<file path="src/rtl/iq_dac_spi_if.sv">
// Sample input, status and SPI pin bundle between the sample source and the DAC serializer.
interface iq_dac_spi_if;
    logic        enable;
    logic [31:0] mod_iq;
    logic        overrun_clr;
    logic        dac_sclk;
    logic        dac_cs_n;
    logic        dac_mosi;
    logic        dac_ldac_n;
    logic        busy;
    logic        overrun;

    modport master (
        output enable, mod_iq, overrun_clr,
        input  dac_sclk, dac_cs_n, dac_mosi, dac_ldac_n, busy, overrun
    );

    modport slave (
        input  enable, mod_iq, overrun_clr,
        output dac_sclk, dac_cs_n, dac_mosi, dac_ldac_n, busy, overrun
    );
endinterface

</file>
<file path="src/rtl/iq_dac_spi.sv">
// Dual-channel SPI DAC driver: samples an I/Q pair every SAMPLE_DIV clocks, shifts an I then a Q
// command frame in offset binary, then strobes LDAC so both outputs update together.
//
// state   | meaning
// --------+-------------------------------------------------------------
// IDLE    | waiting for a sample tick, outputs parked
// FRAME_I | shifting 24-bit I frame, 2 clocks per bit (sclk low, high)
// GAP     | cs_n high for GAP clocks between frames
// FRAME_Q | shifting 24-bit Q frame
// LDAC    | ldac_n low for 2 clocks, then back to IDLE
module iq_dac_spi #(
    parameter int unsigned SAMPLE_DIV = 128,
    parameter int unsigned GAP        = 2,
    parameter logic [7:0]  CMD_I      = 8'h30,
    parameter logic [7:0]  CMD_Q      = 8'h31
) (
    input logic          clk,
    input logic          rst_n,
    iq_dac_spi_if.slave  bus
);
    localparam int CNT_W  = (SAMPLE_DIV > 1) ? $clog2(SAMPLE_DIV) : 1;
    localparam int WAIT_W = $clog2(GAP + 2);
    localparam logic [CNT_W-1:0]  CNT_LAST  = CNT_W'(SAMPLE_DIV - 1);
    localparam logic [WAIT_W-1:0] GAP_LOAD  = WAIT_W'(GAP - 1);
    localparam logic [WAIT_W-1:0] LDAC_LOAD = WAIT_W'(1);

    typedef enum logic [2:0] {
        S_IDLE    = 3'd0,
        S_FRAME_I = 3'd1,
        S_GAP     = 3'd2,
        S_FRAME_Q = 3'd3,
        S_LDAC    = 3'd4
    } state_t;

    state_t              state, state_d;
    logic [CNT_W-1:0]    cnt, cnt_d;
    logic [4:0]          bit_cnt, bit_d;
    logic                phase, phase_d;
    logic [WAIT_W-1:0]   wait_cnt, wait_d;
    logic [23:0]         shift, shift_d;
    logic [15:0]         q_hold, q_hold_d;
    logic                tick;

    logic sclk_q, cs_n_q, mosi_q, ldac_n_q, busy_q, overrun_q;
    logic sclk_d, cs_n_d, mosi_d, ldac_n_d, busy_d, overrun_d;

    assign tick = bus.enable && (cnt == CNT_LAST);

    // State and datapath registers; outputs are registered copies of their next values.
    always_ff @(posedge clk or negedge rst_n) begin
        if (!rst_n) begin
            state     <= S_IDLE;
            cnt       <= '0;
            bit_cnt   <= '0;
            phase     <= 1'b0;
            wait_cnt  <= '0;
            shift     <= '0;
            q_hold    <= '0;
            sclk_q    <= 1'b0;
            cs_n_q    <= 1'b1;
            mosi_q    <= 1'b0;
            ldac_n_q  <= 1'b1;
            busy_q    <= 1'b0;
            overrun_q <= 1'b0;
        end else begin
            state     <= state_d;
            cnt       <= cnt_d;
            bit_cnt   <= bit_d;
            phase     <= phase_d;
            wait_cnt  <= wait_d;
            shift     <= shift_d;
            q_hold    <= q_hold_d;
            sclk_q    <= sclk_d;
            cs_n_q    <= cs_n_d;
            mosi_q    <= mosi_d;
            ldac_n_q  <= ldac_n_d;
            busy_q    <= busy_d;
            overrun_q <= overrun_d;
        end
    end

    always_comb begin
        state_d  = state;
        bit_d    = bit_cnt;
        phase_d  = phase;
        wait_d   = wait_cnt;
        shift_d  = shift;
        q_hold_d = q_hold;
        cnt_d    = (!bus.enable || tick) ? '0 : cnt + CNT_W'(1);

        case (state)
            S_IDLE: begin
                if (tick) begin
                    state_d  = S_FRAME_I;
                    shift_d  = {CMD_I, ~bus.mod_iq[31], bus.mod_iq[30:16]};
                    q_hold_d = {~bus.mod_iq[15], bus.mod_iq[14:0]};
                    bit_d    = 5'd23;
                    phase_d  = 1'b0;
                end
            end
            S_FRAME_I, S_FRAME_Q: begin
                phase_d = ~phase;
                if (phase) begin
                    shift_d = {shift[22:0], 1'b0};
                    if (bit_cnt == 5'd0) begin
                        state_d = (state == S_FRAME_I) ? S_GAP : S_LDAC;
                        wait_d  = (state == S_FRAME_I) ? GAP_LOAD : LDAC_LOAD;
                    end else begin
                        bit_d = bit_cnt - 5'd1;
                    end
                end
            end
            S_GAP: begin
                if (wait_cnt == '0) begin
                    state_d = S_FRAME_Q;
                    shift_d = {CMD_Q, q_hold};
                    bit_d   = 5'd23;
                    phase_d = 1'b0;
                end else begin
                    wait_d = wait_cnt - WAIT_W'(1);
                end
            end
            S_LDAC: begin
                if (wait_cnt == '0) state_d = S_IDLE;
                else                wait_d  = wait_cnt - WAIT_W'(1);
            end
            default: state_d = S_IDLE;
        endcase
    end

    // A tick that finds the serializer busy is dropped; a simultaneous clear loses to it.
    always_comb begin
        logic in_frame;
        in_frame  = (state_d == S_FRAME_I) || (state_d == S_FRAME_Q);
        sclk_d    = in_frame && phase_d;
        cs_n_d    = !in_frame;
        mosi_d    = in_frame && shift_d[23];
        ldac_n_d  = (state_d != S_LDAC);
        busy_d    = (state_d != S_IDLE);
        overrun_d = (tick && (state != S_IDLE)) || (overrun_q && !bus.overrun_clr);
    end

    assign bus.dac_sclk   = sclk_q;
    assign bus.dac_cs_n   = cs_n_q;
    assign bus.dac_mosi   = mosi_q;
    assign bus.dac_ldac_n = ldac_n_q;
    assign bus.busy       = busy_q;
    assign bus.overrun    = overrun_q;
endmodule
</file>
<file path="src/flat_wrapper.sv">
// flat-port wrapper written by rule: the top's interface ports become plain ports
module iq_dac_spi_flat 
#(
    parameter int unsigned SAMPLE_DIV = 128,
    parameter int unsigned GAP        = 2,
    parameter logic [7:0]  CMD_I      = 8'h30,
    parameter logic [7:0]  CMD_Q      = 8'h31
)
  (clk, rst_n, bus_enable, bus_mod_iq, bus_overrun_clr, bus_dac_sclk, bus_dac_cs_n, bus_dac_mosi, bus_dac_ldac_n, bus_busy, bus_overrun);
  iq_dac_spi_if bus_i ();
  input logic clk;
  input logic rst_n;
  input wire logic [$bits(bus_i.enable)-1:0] bus_enable;
  input wire logic [$bits(bus_i.mod_iq)-1:0] bus_mod_iq;
  input wire logic [$bits(bus_i.overrun_clr)-1:0] bus_overrun_clr;
  output wire logic [$bits(bus_i.dac_sclk)-1:0] bus_dac_sclk;
  output wire logic [$bits(bus_i.dac_cs_n)-1:0] bus_dac_cs_n;
  output wire logic [$bits(bus_i.dac_mosi)-1:0] bus_dac_mosi;
  output wire logic [$bits(bus_i.dac_ldac_n)-1:0] bus_dac_ldac_n;
  output wire logic [$bits(bus_i.busy)-1:0] bus_busy;
  output wire logic [$bits(bus_i.overrun)-1:0] bus_overrun;
  assign bus_i.enable = bus_enable;
  assign bus_i.mod_iq = bus_mod_iq;
  assign bus_i.overrun_clr = bus_overrun_clr;
  assign bus_dac_sclk = bus_i.dac_sclk;
  assign bus_dac_cs_n = bus_i.dac_cs_n;
  assign bus_dac_mosi = bus_i.dac_mosi;
  assign bus_dac_ldac_n = bus_i.dac_ldac_n;
  assign bus_busy = bus_i.busy;
  assign bus_overrun = bus_i.overrun;
  iq_dac_spi #(.SAMPLE_DIV(SAMPLE_DIV), .GAP(GAP), .CMD_I(CMD_I), .CMD_Q(CMD_Q)) u_core (.clk(clk), .rst_n(rst_n), .bus(bus_i));
endmodule
</file>
<file path="config.mk">
export PLATFORM = sky130hd
export DESIGN_NAME = iq_dac_spi_flat
export DESIGN_NICKNAME = d
export VERILOG_FILES = /design/src/rtl/iq_dac_spi_if.sv /design/src/rtl/iq_dac_spi.sv /design/src/flat_wrapper.sv
export SDC_FILE = /design/constraint.sdc
export NUM_CORES = 1
export LEC_CHECK = 0
export ABC_AREA = 1
export ABC_CLOCK_PERIOD_IN_PS = 1900
export CAP_MARGIN = 10
export CELL_PAD_IN_SITES_DETAIL_PLACEMENT = 0
export CELL_PAD_IN_SITES_GLOBAL_PLACEMENT = 2
export CORE_UTILIZATION = 32
export CTS_CLUSTER_SIZE = 24
export DETAILED_ROUTE_END_ITERATION = 10
export PLACE_DENSITY = 0.84
export REMOVE_ABC_BUFFERS = 1
export SLEW_MARGIN = 0
export SYNTH_ARGS = -nofsm -noshare
export SYNTH_HDL_FRONTEND = slang
export SYNTH_SLANG_ARGS = --single-unit
</file>
<file path="constraint.sdc">
create_clock -name clk -period 1.9 [get_ports clk]
set_input_delay 0.285 -clock clk [delete_from_list [all_inputs] [get_ports clk]]
set_output_delay 0.285 -clock clk [all_outputs]
set_load 0.02 [all_outputs]
</file>
==> metrics.csv, run 1 <==
metric;value;unit
status;finished clean;
RSZ-0062 raised after global routing;false;
final hold slack;0.467;ns
switch share;19.0;%
layout cell share with drive strength beyond 1;10.2;%
chip width;100;um
first-pass GRT wire length;11.0;mm
syn avg cell area;8.25;um2
Buf/Inv on CP;1;
slowest cell on the critical path;clkdlybuf4s50_1;
DRC;0;
global placement routability congestion;0.702;
Iter 0 DRT Violations;98;
Design Area, Final;3920;um2
Critical Path End Type;primary output;
ANT cells;0;
critical-path maximum fanout;1;
Min-Delay Path Class;register to register;
post-synth cell types;29;
# port buffers;41;
via count;2433;
io pins;42;
Rows;35;
worst path cell trace;clkdlybuf4s50_1;
core area;9280;um2
Skew-Pair Late Insertion Delay;0.34;ns
Final Cycle Share;91.1;%
DP Area;3630;um2
chip height;100;um
critical path's largest stage delay;0.59;ns
crit path time final;1.73;ns
vias per inst;4.35;
kind of critical path;register to primary output;
initial antenna violation count;0;
total power;3060;uW
most common library cell in the layout ignoring fill and taps;nand2_1;
WL/cell;11.0;um
grt ovf;0;
CTS clk-pin slew, worst paths;0.07;ns
CTS tree;done;
# nets final;465;
H-Tree Depth;3;
Slew HR;71.2;%
fmax;577;MHz
Final Max Slew Viols;0;
largest net degree at the start of global routing;65;
Power Density;780;nW/um2
P_int;2480;uW
commonest cells after routing, fill and taps aside;nand2_1 (164), dfrtp_1 (62), inv_1 (46);
number of max-cap violations;0;
Peak supply drop;0.000287;V
Post-DP HPWL;4.24;mm
Num CTS Buffers;9;
Final Hold Viols;0;
Comb power frac;3.7;%
Critical Path AT;1.45;ns
Seq cells post-synth;64;
Starting Density;33.1;%
Lkg Pwr;0.00203;uW
Sw Pwr;580;uW
die area;10000;um2
Clk network pwr share;51.5;%
Clock Sinks;64;
Least-Margin Pin Slew;0.427;ns
drt first pass iters;4;
Synth warnings;0;
cell area after synthesis;3080;um2
Setup Viol. Count Final;0;
Setup Skew;0.00485;ns
final core utilization;42.3;%
Setup TNS Final;0;ns
startpoint class of the critical path;register;
fill cell count;982;
Clk Tree Root Cell;clkbuf_8;
antenna-violating nets left;0;
post-synthesis sequential area ratio;52.2;%
Flop pwr share;44.8;%
Area Growth Syn to Fin;27.6;%
cell family with the largest share of critical-path delay;buffers and inverters;
Tot GR Track Use;14.0;%
Synth Instances;373;
CP Data Required Time;1.62;ns
WL final;6.16;mm
vias in the first global route;2413;
Clock Path Buffers;2;
-- synth_stat cells (all sizes together) --
master	instances	share of area [%]
nand2	170	21
buf	9	2.6
nand4	9	2.0
nand3	14	2.8
o22ai	1	0.20
ha	4	1.6
nor2	19	3.5
a21oi	6	1.3
dfrtp	62	50
xor2	2	0.57
dfstp	2	1.7
inv	49	6.0
xnor2	2	0.57
o21ai	8	1.3
nor3b	1	0.24
a22oi	15	3.7
-- power by group through the flow --
stage,registers [uW],logic (uW),clock network (uW)
4_1_cts,1370,118,1620
2_1_floorplan,1400,10.2,0
6_report,1370,114,1580
3_3_place_gp,1400,116,0
5_1_grt,1370,129,1670
3_5_place_dp,1400,116,0
-- through the flow --
step / setup slack (ns) / instances
global route: 0.0163 / 559
floorplan: 0.172 / 364
detailed placement: 0.113 / 541
CTS: 0.116 / 558
global placement: 0.162 / 541
finish: 0.168 / 559
-- cell families after synthesis --
group                      synth area share [%]
and+or+nand+nor                            30.0
DFF                                        52.2
buffers and inverters                      8.54
AOI/OAI and AO/OA                          6.51
xor gates and xnor gates                   1.14
adders and majority gates                  1.63
-- worst paths after layout --
path                                     start  cells past startpoint               endpoint  slack, ns
min in group asynchronous                rst_n                      3          u_core.cnt[2]       0.48
min                              u_core.cnt[0]                      1          u_core.cnt[0]       0.47
max                        u_core.bus.dac_cs_n                      1           bus_dac_cs_n       0.17
max reg2reg                  u_core.bit_cnt[0]                      7        u_core.bus.busy       0.21
min reg2reg                      u_core.cnt[0]                      1          u_core.cnt[0]       0.47
max in group asynchronous                rst_n                      3  u_core.bus.dac_ldac_n       1.08
-- state kept, by name, indices dropped and copies added, names as in the netlist, 2 cells and up --
name,count
u_core.wait_cnt,2
u_core.bit_cnt,5
u_core.q_hold,16
u_core.state,3
u_core.cnt,7
u_core.shift,24
-- final cells by class --
| type | count | area (um2) | area share [%] |
|---|---|---|---|
| Clock buffer | 11 | 141 | 3.60 |
| Clock inverter | 5 | 128 | 3.25 |
| Inverter | 49 | 184 | 4.69 |
| Multi-Input combinational cell | 251 | 1220 | 31.0 |
| Sequential cell | 64 | 1600 | 40.9 |
| Tap cell | 129 | 161 | 4.11 |
| Timing Repair Buffer | 50 | 488 | 12.4 |
-- routing by layer --
metal	global-route usage, %	vias up	wire length (um)
met5	0	-	0
met2	23.2	45	2860
met4	4.35	0	76
met1	17.6	1122	2970
li1	-	1259	-
met3	4.32	7	260
-- repair_timing --
| action | in CTS | in global routing |
|---|---|---|
| endpoints found under the setup margin | 0 | 23 |
| hold buffers | 1 | 0 |
| setup buffers | 0 | 1 |
| resized for setup | 0 | 1 |
| hold endpoints to repair | 62 | 0 |
(Power assumes the default switching activity.)
==> inputs of run 2 (changes only) <==
--- a/config.mk
+++ b/config.mk
@@ -5,15 +5,15 @@
 export SDC_FILE = /design/constraint.sdc
 export NUM_CORES = 1
 export LEC_CHECK = 0
-export ABC_AREA = 1
 export ABC_CLOCK_PERIOD_IN_PS = 1900
 export CAP_MARGIN = 10
 export CELL_PAD_IN_SITES_DETAIL_PLACEMENT = 0
 export CELL_PAD_IN_SITES_GLOBAL_PLACEMENT = 2
-export CORE_UTILIZATION = 32
+export CORE_UTILIZATION = 37
 export CTS_CLUSTER_SIZE = 24
 export DETAILED_ROUTE_END_ITERATION = 10
-export PLACE_DENSITY = 0.84
+export GPL_ROUTABILITY_DRIVEN = 1
+export PLACE_DENSITY = 0.86
 export REMOVE_ABC_BUFFERS = 1
 export SLEW_MARGIN = 0
 export SYNTH_ARGS = -nofsm -noshare
==> metrics.csv, run 2 <==
metric;value;unit;change
io pins;42;;unchanged
Clk Tree Root Cell;clkbuf_8;;
WL final;5.96;mm;-3.3%
chip width;90.5;um;-9.5%
area leader, netlist;dfrtp_1;;
reg2reg end;u_core.q_hold[10];;
RR Startpoint;u_core.state[0];;
die area;8200;um2;-18%
CP Data Required Time;2.13;ns;+0.51 ns
DRC;0;;unchanged
final core utilization;52.9;%;+11 points
chip height;90.5;um;-9.5%
Area Growth Syn to Fin;35.2;%;
Comb power frac;4.2;%;+0.5 points
# nets final;339;;-27%
Num CTS Buffers;9;;unchanged
HP Start;u_core.cnt[0];;
Clk network pwr share;49.4;%;-2.1 points
M3 GR Usage;3.03;%;-1.3 points
Least-Margin Pin Slew;0.568;ns;+0.141 ns
number of synthesized flops with an enable pin;0;;unchanged
Hold EP;u_core.cnt[0];;
Clock Path Buffers;2;;unchanged
Synth Flop Type;dfrtp_1;;
M2 GR Usage;24.2;%;+1.0 points
WL/cell;14.8;um;+34%
Peak supply drop;0.000678;V;+140%
Rows;31;;-11%
flop-to-flop setup slack;0.11;ns;-0.10 ns
Critical Path End Type;register;;
final setup margin;0.105;ns;-0.0629 ns
top post-synthesis cells by count;dfrtp_1 (62), a22o_1 (16), mux2_2 (15);;
Min-Delay Path Class;register to register;;
Iter 0 DRT Violations;85;;-13%
post-synth cell types;48;;+66%
largest registers;u_core.shift (24), u_core.q_hold (16), u_core.cnt (7);;
first-pass GRT wire length;10.0;mm;-8.8%
kind of critical path;register to register;;
Setup TNS Final;0;ns;unchanged
largest net degree at the start of global routing;28;;-57%
vias per inst;5.21;;+20%
Final Cycle Share;94.5;%;+3.3 points
Power Density;753;nW/um2;-3.5%
core area;7410;um2;-20%
startpoint class of the critical path;register;;
Skew-Pair Late Insertion Delay;0.34;ns;about the same
number of max-cap violations;0;;unchanged
vias in the first global route;2086;;-14%
syn avg cell area;12.7;um2;+54%
crit path time final;1.79;ns;+0.0629 ns
Sw Pwr;595;uW;+2.5%
Slew HR;62.1;%;-9.1 points
commonest cells after routing, fill and taps aside;dfrtp_1 (62), clkdlybuf4s50_1 (40), buf_4 (29);;
drt first pass iters;4;;unchanged
placed cell count;386;;-29%
most common library cell in the layout ignoring fill and taps;dfrtp_1;;
Final Hold Viols;0;;unchanged
Final Max Slew Viols;0;;unchanged
Critical Path AT;2.02;ns;+0.57 ns
dpl ws;-0.118;ns;-0.231 ns
Seq cells post-synth;64;;unchanged
# port buffers;41;;unchanged
global placement routability congestion;0.791;;+13%
switch share;20.2;%;+1.2 points
critical-path maximum fanout;26;;+25
Setup Viol. Count Final;0;;unchanged
met1 Usage GRT;21.1;%;+3.4 points
cell area after synthesis;2900;um2;-5.7%
fmax;557;MHz;-3.5%
Synth warnings;0;;unchanged
grt ovf;0;;unchanged
R2R cell count;4;;-3
RSZ-0062 raised after global routing;true;;
Starting Density;39.1;%;+6.0 points
status;finished clean;;
Largest register FFs;24;;unchanged
P_int;2360;uW;-5.0%
Tot GR Track Use;15.6;%;+1.6 points
Post-DP HPWL;4.20;mm;-1.1%
Non-Filler Instances;403;;-28%
Yosys top cell area share;53.5;%;+3.0 points
ANT cells;0;;unchanged
Hold Crit Depth;1;;unchanged
Async SR Flop Fraction;100;%;unchanged
most flop-heavy register;u_core.shift;;
initial antenna violation count;0;;unchanged
layout cell share with drive strength beyond 1;31.3;%;+21 points
Clock Sinks;64;;unchanged
post-synthesis sequential area ratio;55.3;%;+3.2 points
Synth Instances;228;;-39%
synth top area cells;dfrtp_1 (53%), mux2_2 (5.8%), a221o_1 (4.8%);;
most frequent cell after synthesis;dfrtp_1;;
CTS tree;done;;
Setup Skew;0.00922;ns;+0.00437 ns
GRT busiest layer;met2;;
Lkg Pwr;0.00184;uW;-9.1%
# Post-CTS Setup Buffers;0;;unchanged
via count;2100;;-14%
CTS clk-pin slew, worst paths;0.08;ns;about the same
H-Tree Depth;3;;unchanged
Flop pwr share;46.5;%;+1.7 points
fill cell count;637;;-35%
antenna-violating nets left;0;;unchanged
==> run 2: cell types whose count changed in the layout (fill, tap and decap cells not counted), moves of 14 or more <==
cell     previous run  this run
inv_1              46        10
a221o_1             0        14
a22o_1              0        16
nand2_1           164         3
buf_4               7        29
a22oi_1            15         0
mux2_2              0        15
==> run 2: area by class of cell <==
class / instances / area [um2] / area share, %
sequential: 64 / 1600 / 40.9
tap: 99 / 124 / 3.16
timing repair buffer: 74 / 693 / 17.7
multi-input combinational: 138 / 1200 / 30.7
clock buffer: 10 / 138 / 3.51
clock inverter: 6 / 114 / 2.90
inverter: 12 / 45.0 / 1.15
==> run 2: cell families (layout without fill, tap and decap cells) <==
family          Yosys count  after routing  share of synthesized area [%]
mux                      15             15                           5.82
compound gates           60             60                           18.4
fa+ha+maj                 4              4                           1.73
buf+inv                  26            102                           5.52
xor+xnor                  7              7                           2.11
simple gates             52             52                           11.1
flops                    64             64                           55.3
==> run 2: worst max path at each step <==
stage | from | end | slack [ns] | depth (start not counted)
5_1_grt | u_core.bit_cnt[0] | u_core.bus.dac_mosi | -0.03 | 9
4_1_cts | u_core.bit_cnt[0] | u_core.bit_cnt[4] | 0.01 | 7
2_1_floorplan | u_core.state[0] | u_core.q_hold[0] | -1.71 | 3
3_3_place_gp | bus_enable | u_core.shift[13] | -0.08 | 6
6_report | u_core.state[0] | u_core.q_hold[10] | 0.11 | 4
3_5_place_dp | bus_enable | u_core.shift[14] | -0.12 | 6
==> run 2: timing repair <==
action	CTS	global route
hold buffers	1	0
resized for setup	7	6
endpoints found under the setup margin	2	7
endpoints found under the hold margin	20	0
==> run 2: through the flow <==
step | power [uW] | hold WS, ns | area (um2)
6_report | 2950 | 0.457 | 3920
4_1_cts | 2980 | 0.455 | 3890
2_1_floorplan | 1410 | -0.0106 | 2790
3_5_place_dp | 1520 | 0.319 | 3600
5_1_grt | 3050 | 0.481 | 3920
3_3_place_gp | 1520 | 0.323 | 3600
==> run 2: routing by layer <==
layer  wire length, um  up-vias  share of wire (%)
li1                  -      996                  -
met1              2780     1055                 47
met2              2870       40                 48
met3               198        9                3.3
met4               106        0                1.8
met5                 0        -                  0
==> run 2: power by group through the flow <==
stage | registers [uW] | logic [uW] | clock network [uW]
CTS | 1370 | 126 | 1480
finish | 1370 | 122 | 1460
global route | 1370 | 135 | 1540
floorplan | 1400 | 9.63 | 0
detailed placement | 1400 | 125 | 0
global placement | 1400 | 125 | 0
==> run 2: worst max-delay path, cell delays in order (launching register included) <==
cell	delay [ns]
dfrtp_1	0.45
nor3_1	0.32
nor3b_2	0.33
buf_12	0.22
mux2_2	0.36
==> inputs of run 3 (changes only) <==
--- a/config.mk
+++ b/config.mk
@@ -13,7 +13,7 @@
 export CTS_CLUSTER_SIZE = 24
 export DETAILED_ROUTE_END_ITERATION = 10
 export GPL_ROUTABILITY_DRIVEN = 1
-export PLACE_DENSITY = 0.86
+export PLACE_DENSITY_LB_ADDON = 0.1
 export REMOVE_ABC_BUFFERS = 1
 export SLEW_MARGIN = 0
 export SYNTH_ARGS = -nofsm -noshare
==> metrics.csv, run 3 (synthesis gave the netlist of run 2 again) <==
metric;value;unit;change
placed cell count;381;;-1.3%
Clk Tree Root Cell;clkbuf_8;;
Num CTS Buffers;9;;unchanged
met1 Usage GRT;21.7;%;+0.65 points
Largest register FFs;24;;unchanged
DRC;0;;unchanged
fmax;555;MHz;-0.44%
GRT busiest layer;met1;;
number of max-cap violations;0;;unchanged
Final Hold Viols;0;;unchanged
via count;1980;;-5.7%
layout cell share with drive strength beyond 1;31.1;%;-0.15 points
commonest cells after routing, fill and taps aside;dfrtp_1 (62), clkdlybuf4s50_1 (40), buf_4 (25);;
worst path cell trace;inv_2 -> buf_4 -> ha_2 -> nor4b_4 -> buf_4 -> a211oi_2 -> buf_4 -> nand4_1 -> nand3_1;;
first-pass GRT wire length;9.74;mm;-2.6%
Clock Sinks;64;;unchanged
critical path's largest stage delay;0.39;ns;-0.06 ns
H-Tree Depth;3;;unchanged
Post-DP HPWL;3.85;mm;-8.2%
slowest cell on the critical path;dfrtp_1;;
vias in the first global route;1987;;-4.7%
Starting Density;39.1;%;unchanged
Non-Filler Instances;398;;-1.2%
Peak supply drop;0.000277;V;-59%
critical path's most frequent cell;buf_4;;
CTS tree;done;;
Least-Margin Pin Slew;0.406;ns;-0.162 ns
CTS clk-pin slew, worst paths;0.08;ns;about the same
largest registers;u_core.shift (24), u_core.q_hold (16), u_core.cnt (7);;
# port buffers;41;;unchanged
drt first pass iters;4;;unchanged
Lkg Pwr;0.00178;uW;-3.5%
crit path time final;1.80;ns;+0.00791 ns
M3 GR Usage;4.21;%;+1.2 points
M2 GR Usage;21.7;%;-2.5 points
global placement routability congestion;0.706;;-11%
Critical Path End Type;register;;
Setup Skew;0.00880;ns;-0.000425 ns
Final Max Slew Viols;0;;unchanged
Tot GR Track Use;15.3;%;-0.30 points
# nets final;334;;-1.5%
startpoint class of the critical path;register;;
most common library cell in the layout ignoring fill and taps;dfrtp_1;;
cell family with the largest share of critical-path delay;buffers and inverters;;
Rows;31;;unchanged
io pins;42;;unchanged
ANT cells;0;;unchanged
HP Start;u_core.cnt[0];;
status;finished clean;;
crit path from;u_core.bit_cnt[0];;
antenna-violating nets left;0;;unchanged
Final Cycle Share;94.9;%;+0.42 points
Setup Viol. Count Final;0;;unchanged
most flop-heavy register;u_core.shift;;
Min-Delay Path Class;register to register;;
core area;7410;um2;unchanged
WL final;5.88;mm;-1.3%
Slew HR;72.8;%;+11 points
die area;8200;um2;unchanged
Skew-Pair Late Insertion Delay;0.34;ns;about the same
initial antenna violation count;0;;unchanged
chip width;90.5;um;unchanged
Clock Path Buffers;2;;unchanged
Area Growth Syn to Fin;31.1;%;
CP Data Required Time;2.11;ns;-0.02 ns
Power Density;674;nW/um2;-10%
Buf/Inv on CP;4;;+3
WL/cell;14.8;um;about the same
RR Startpoint;u_core.bit_cnt[0];;
final hold slack;0.463;ns;+0.00625 ns
kind of critical path;register to register;;
largest net degree at the start of global routing;65;;+130%
flop-to-flop setup slack;0.1;ns;about the same
vias per inst;4.97;;-4.5%
Critical Path AT;2.01;ns;about the same
grt ovf;0;;unchanged
chip height;90.5;um;unchanged
Iter 0 DRT Violations;135;;+59%
critical-path maximum fanout;4;;-85%
## run 3: cell types whose count changed in the layout (fill, tap and decap cells not counted), moves of 2 or more
cell and change:
buf_4 -4, bufinv_16 -3, clkinv_4 +2, ha_2 +2
## run 3: path summary, 6_finish.rpt
| path | to | cells past startpoint |
|---|---|---|
| worst max-delay path | u_core.bit_cnt[2] | 9 |
| worst min-delay path | u_core.cnt[0] | 1 |
| worst max register to register | u_core.bit_cnt[2] | 9 |
| worst min register to register | u_core.cnt[0] | 1 |
| max in group asynchronous | u_core.bus.dac_cs_n | 3 |
| min in group asynchronous | u_core.state[1] | 3 |
## run 3: routing by layer
metal / wire length [um] / vias to the layer above
met1: 3030 / 958
met4: 74 / 0
met5: 0 / -
met2: 2600 / 32
li1: - / 982
met3: 180 / 8
## run 3: metrics by stage
step           utilization [%]  setup slack (ns)  TNS (ns)  power, uW  instance area, um2
2_1_floorplan                -             -1.71    -67.02       1410                2790
3_3_place_gp              47.9            -0.186     -5.35       1520                3550
3_5_place_dp              47.9            -0.197     -5.82       1520                3550
5_1_grt                   51.3           -0.0209   -0.0403       2680                3800
4_1_cts                   50.6           -0.0527   -0.0527       2600                3750
6_report                  51.3            0.0974         0       2560                3800
## run 3: layout make-up
| class | instances | area [um2] |
|---|---|---|
| Sequential cell | 64 | 1600 |
| Tap cell | 99 | 124 |
| Clock inverter | 6 | 45.0 |
| Inverter | 12 | 45.0 |
| Timing Repair Buffer | 69 | 643 |
| Clock buffer | 10 | 138 |
| Fill cell | 685 | 3610 |
| Multi-Input combinational cell | 138 | 1200 |
## run 3: timing repair
item,in CTS,in global routing
buffers inserted,0,0
hold buffers,1,0
setup endpoints to repair,2,23
pin swaps,0,1
endpoints found under the hold margin,62,0
gates resized for setup,2,13
## run 3: where the power goes
part / switching (uW) / total [uW] / internal (uW) / leakage, uW
clock network: 564 / 1070 / 510 / 0.0000845
registers: 4.68 / 1370 / 1370 / 0.000864
logic: 43.8 / 117 / 73.2 / 0.000829
==> edit, RTL diff (flow settings as in run 1) <==
`GAP` is set to 2 in 2 places; all go to 1.
--- a/src/rtl/iq_dac_spi.sv
+++ b/src/rtl/iq_dac_spi.sv
@@ -11,5 +11,5 @@
 module iq_dac_spi #(
     parameter int unsigned SAMPLE_DIV = 128,
-    parameter int unsigned GAP        = 2,
+    parameter int unsigned GAP        = 1,
     parameter logic [7:0]  CMD_I      = 8'h30,
     parameter logic [7:0]  CMD_Q      = 8'h31
--- a/src/flat_wrapper.sv
+++ b/src/flat_wrapper.sv
@@ -3,5 +3,5 @@
 #(
     parameter int unsigned SAMPLE_DIV = 128,
-    parameter int unsigned GAP        = 2,
+    parameter int unsigned GAP        = 1,
     parameter logic [7:0]  CMD_I      = 8'h30,
     parameter logic [7:0]  CMD_Q      = 8'h31
Check against the original RTL: same outputs for any inputs over 10 cycles, from zero or initial values and one cycle with rst_n low; that may be too few to reach the edited logic, so the function may still have changed.
==> edit against run 1 <==
Synthesized area increased by 0.28%; total power decreased by 14%; combinational power increased by 4%; clock power decreased by 27%; sequential cell count unchanged; design area decreased by 1.3%; worst setup slack got worse by 0.0058 ns; wire length increased by 7.1%; clock skew increased by 0.0046 ns; sequential power about the same; sequential share of layout area increased by 0.55 points.
==> edit: results (changes against run 1) <==
- Status: complete, no violations
- Least-Margin Pin Slew: 0.428 ns (+0.000598 ns)
- Vias per cell: 4.32 (-0.85%)
- Synth Warn #: 0 (unchanged)
- Ys async rst share: 1.00 (unchanged)
- Most common library cells after synthesis: nand2_1 (175), dfrtp_1 (62), inv_1 (45), nand3_1 (17), nor2_1 (15)
- CP arrival: 1.45 ns (about the same)
- Cells after DPL: 554 (+2.4%)
- Distinct cells, synth: 28 (-3.4%)
- WL met2: 3060 um (+7.1%)
- Post-route insts no fill: 571 (+2.1%)
- Drt pass-1 iters: 4 (unchanged)
- Layout cells sized above 1: 0.109 (+0.00627)
- Clk root buf: clkbuf_8
- Slowest cell on crit path: clkdlybuf4s50_1
- Type of the worst min-delay path: in -> async
- Final worst clock skew: 0.00943 ns (+0.00457 ns)
- Total track usage: 0.147 (+0.00718)
- Largest net degree at the start of global routing: 44 (-32%)
- Vias in the first global route: 2511 (+4.1%)
- Clk slew on worst S/H paths: 0.08 ns
- First-pass GRT wire length: 11400 um (+4.1%)
- Routed WL: 6600 um (+7.1%)
- Placement Setup Slack: 0.154 ns (+0.0407 ns)
- Wire length on met1: 3190 um (+7.3%)
- Clock buffer depth: 2 (unchanged)
- Gpl congestion: 0.807 (+15%)
- Syn avg cell area: 8.01 um2 (-2.8%)
- Dpl hpwl: 4560 um (+7.5%)
- Top Metal Used: met4
- Initial antenna violation count: 0 (unchanged)
- Leakage: 0.00203 uW (-0.11%)
- Fillers: 975 (-0.71%)
- Crit Path Max Fanout: 1 (unchanged)
- Synth area leaders: dfrtp_1 (50%), nand2_1 (21%), inv_1 (5.5%)
- # nets final: 477 (+2.6%)
- DRT iter0 DRCs: 66 (-33%)
- WL met3: 222 um (-15%)
- Max IR drop VDD: 0.317 mV (+10%)
- PortBufs: 41 (unchanged)
- # H-tree levels: 3 (unchanged)
- Seq/Total Area, Yosys: 0.520 (-0.00148)
edit: what timing repair did:
item / CTS / global route
endpoints found under the hold margin: 14 / 0
gates resized for setup: 0 / 1
buffers inserted: 0 / 0
hold buffers: 1 / 0
endpoints found under the setup margin: 0 / 1
edit: per-layer routing:
| layer | track usage | vias to the layer above |
|---|---|---|
| li1 | - | 1294 |
| met1 | 0.182 | 1116 |
| met2 | 0.248 | 43 |
| met3 | 0.0272 | 11 |
| met4 | 0.0725 | 0 |
| met5 | 0 | - |
edit: worst paths after layout:
check                                         startpoint                             end  slack, ns  cells after the start
max                        u_core.bus.dac_cs_n$_DFF_PN1_                    bus_dac_cs_n       0.16                      1
min                                                rst_n  u_core.wait_cnt[1]$_DFFE_PN0P_       0.41                      2
max reg2reg                      u_core.cnt[0]$_DFF_PN0_    u_core.shift[13]$_DFFE_PN0P_       0.20                     10
min reg2reg                      u_core.cnt[0]$_DFF_PN0_         u_core.cnt[0]$_DFF_PN0_       0.46                      1
max in group asynchronous                          rst_n   u_core.bus.dac_cs_n$_DFF_PN1_       0.87                      3
min in group clk                 u_core.cnt[0]$_DFF_PN0_         u_core.cnt[0]$_DFF_PN0_       0.46                      1
edit: logic make-up after synthesis:
logic type / share of synthesized area
AND/OR/NAND/NOR: 0.326
flip-flops: 0.520
buffers and inverters: 0.0783
AO/OA/AOI/OAI: 0.0511
adder cells (fa/ha/maj): 0.0162
XOR/XNOR: 0.00852
edit: layout make-up:
cell class	instances	area (um2)	area share
clock buffers	10	128	0.0330
clock inverters	6	60.1	0.0155
inverters	47	176	0.0456
multi-input cells	265	1240	0.321
flip-flops and latches	64	1600	0.414
well taps	129	161	0.0417
repair buffers	50	500	0.129
edit: per-stage QoR:
stage / hold WS (ns) / area, um2 / power (uW)
2_1_floorplan: -0.0106 / 3020 / 1410
3_3_place_gp: 0.254 / 3670 / 1520
3_5_place_dp: 0.246 / 3670 / 1520
4_1_cts: 0.423 / 3870 / 2670
5_1_grt: 0.459 / 3870 / 2720
6_report: 0.414 / 3870 / 2640
edit: power by group:
group          internal (uW)  switching, uW
Clock                    599            548
Sequential              1370           3.58
Combinational           73.1           44.8
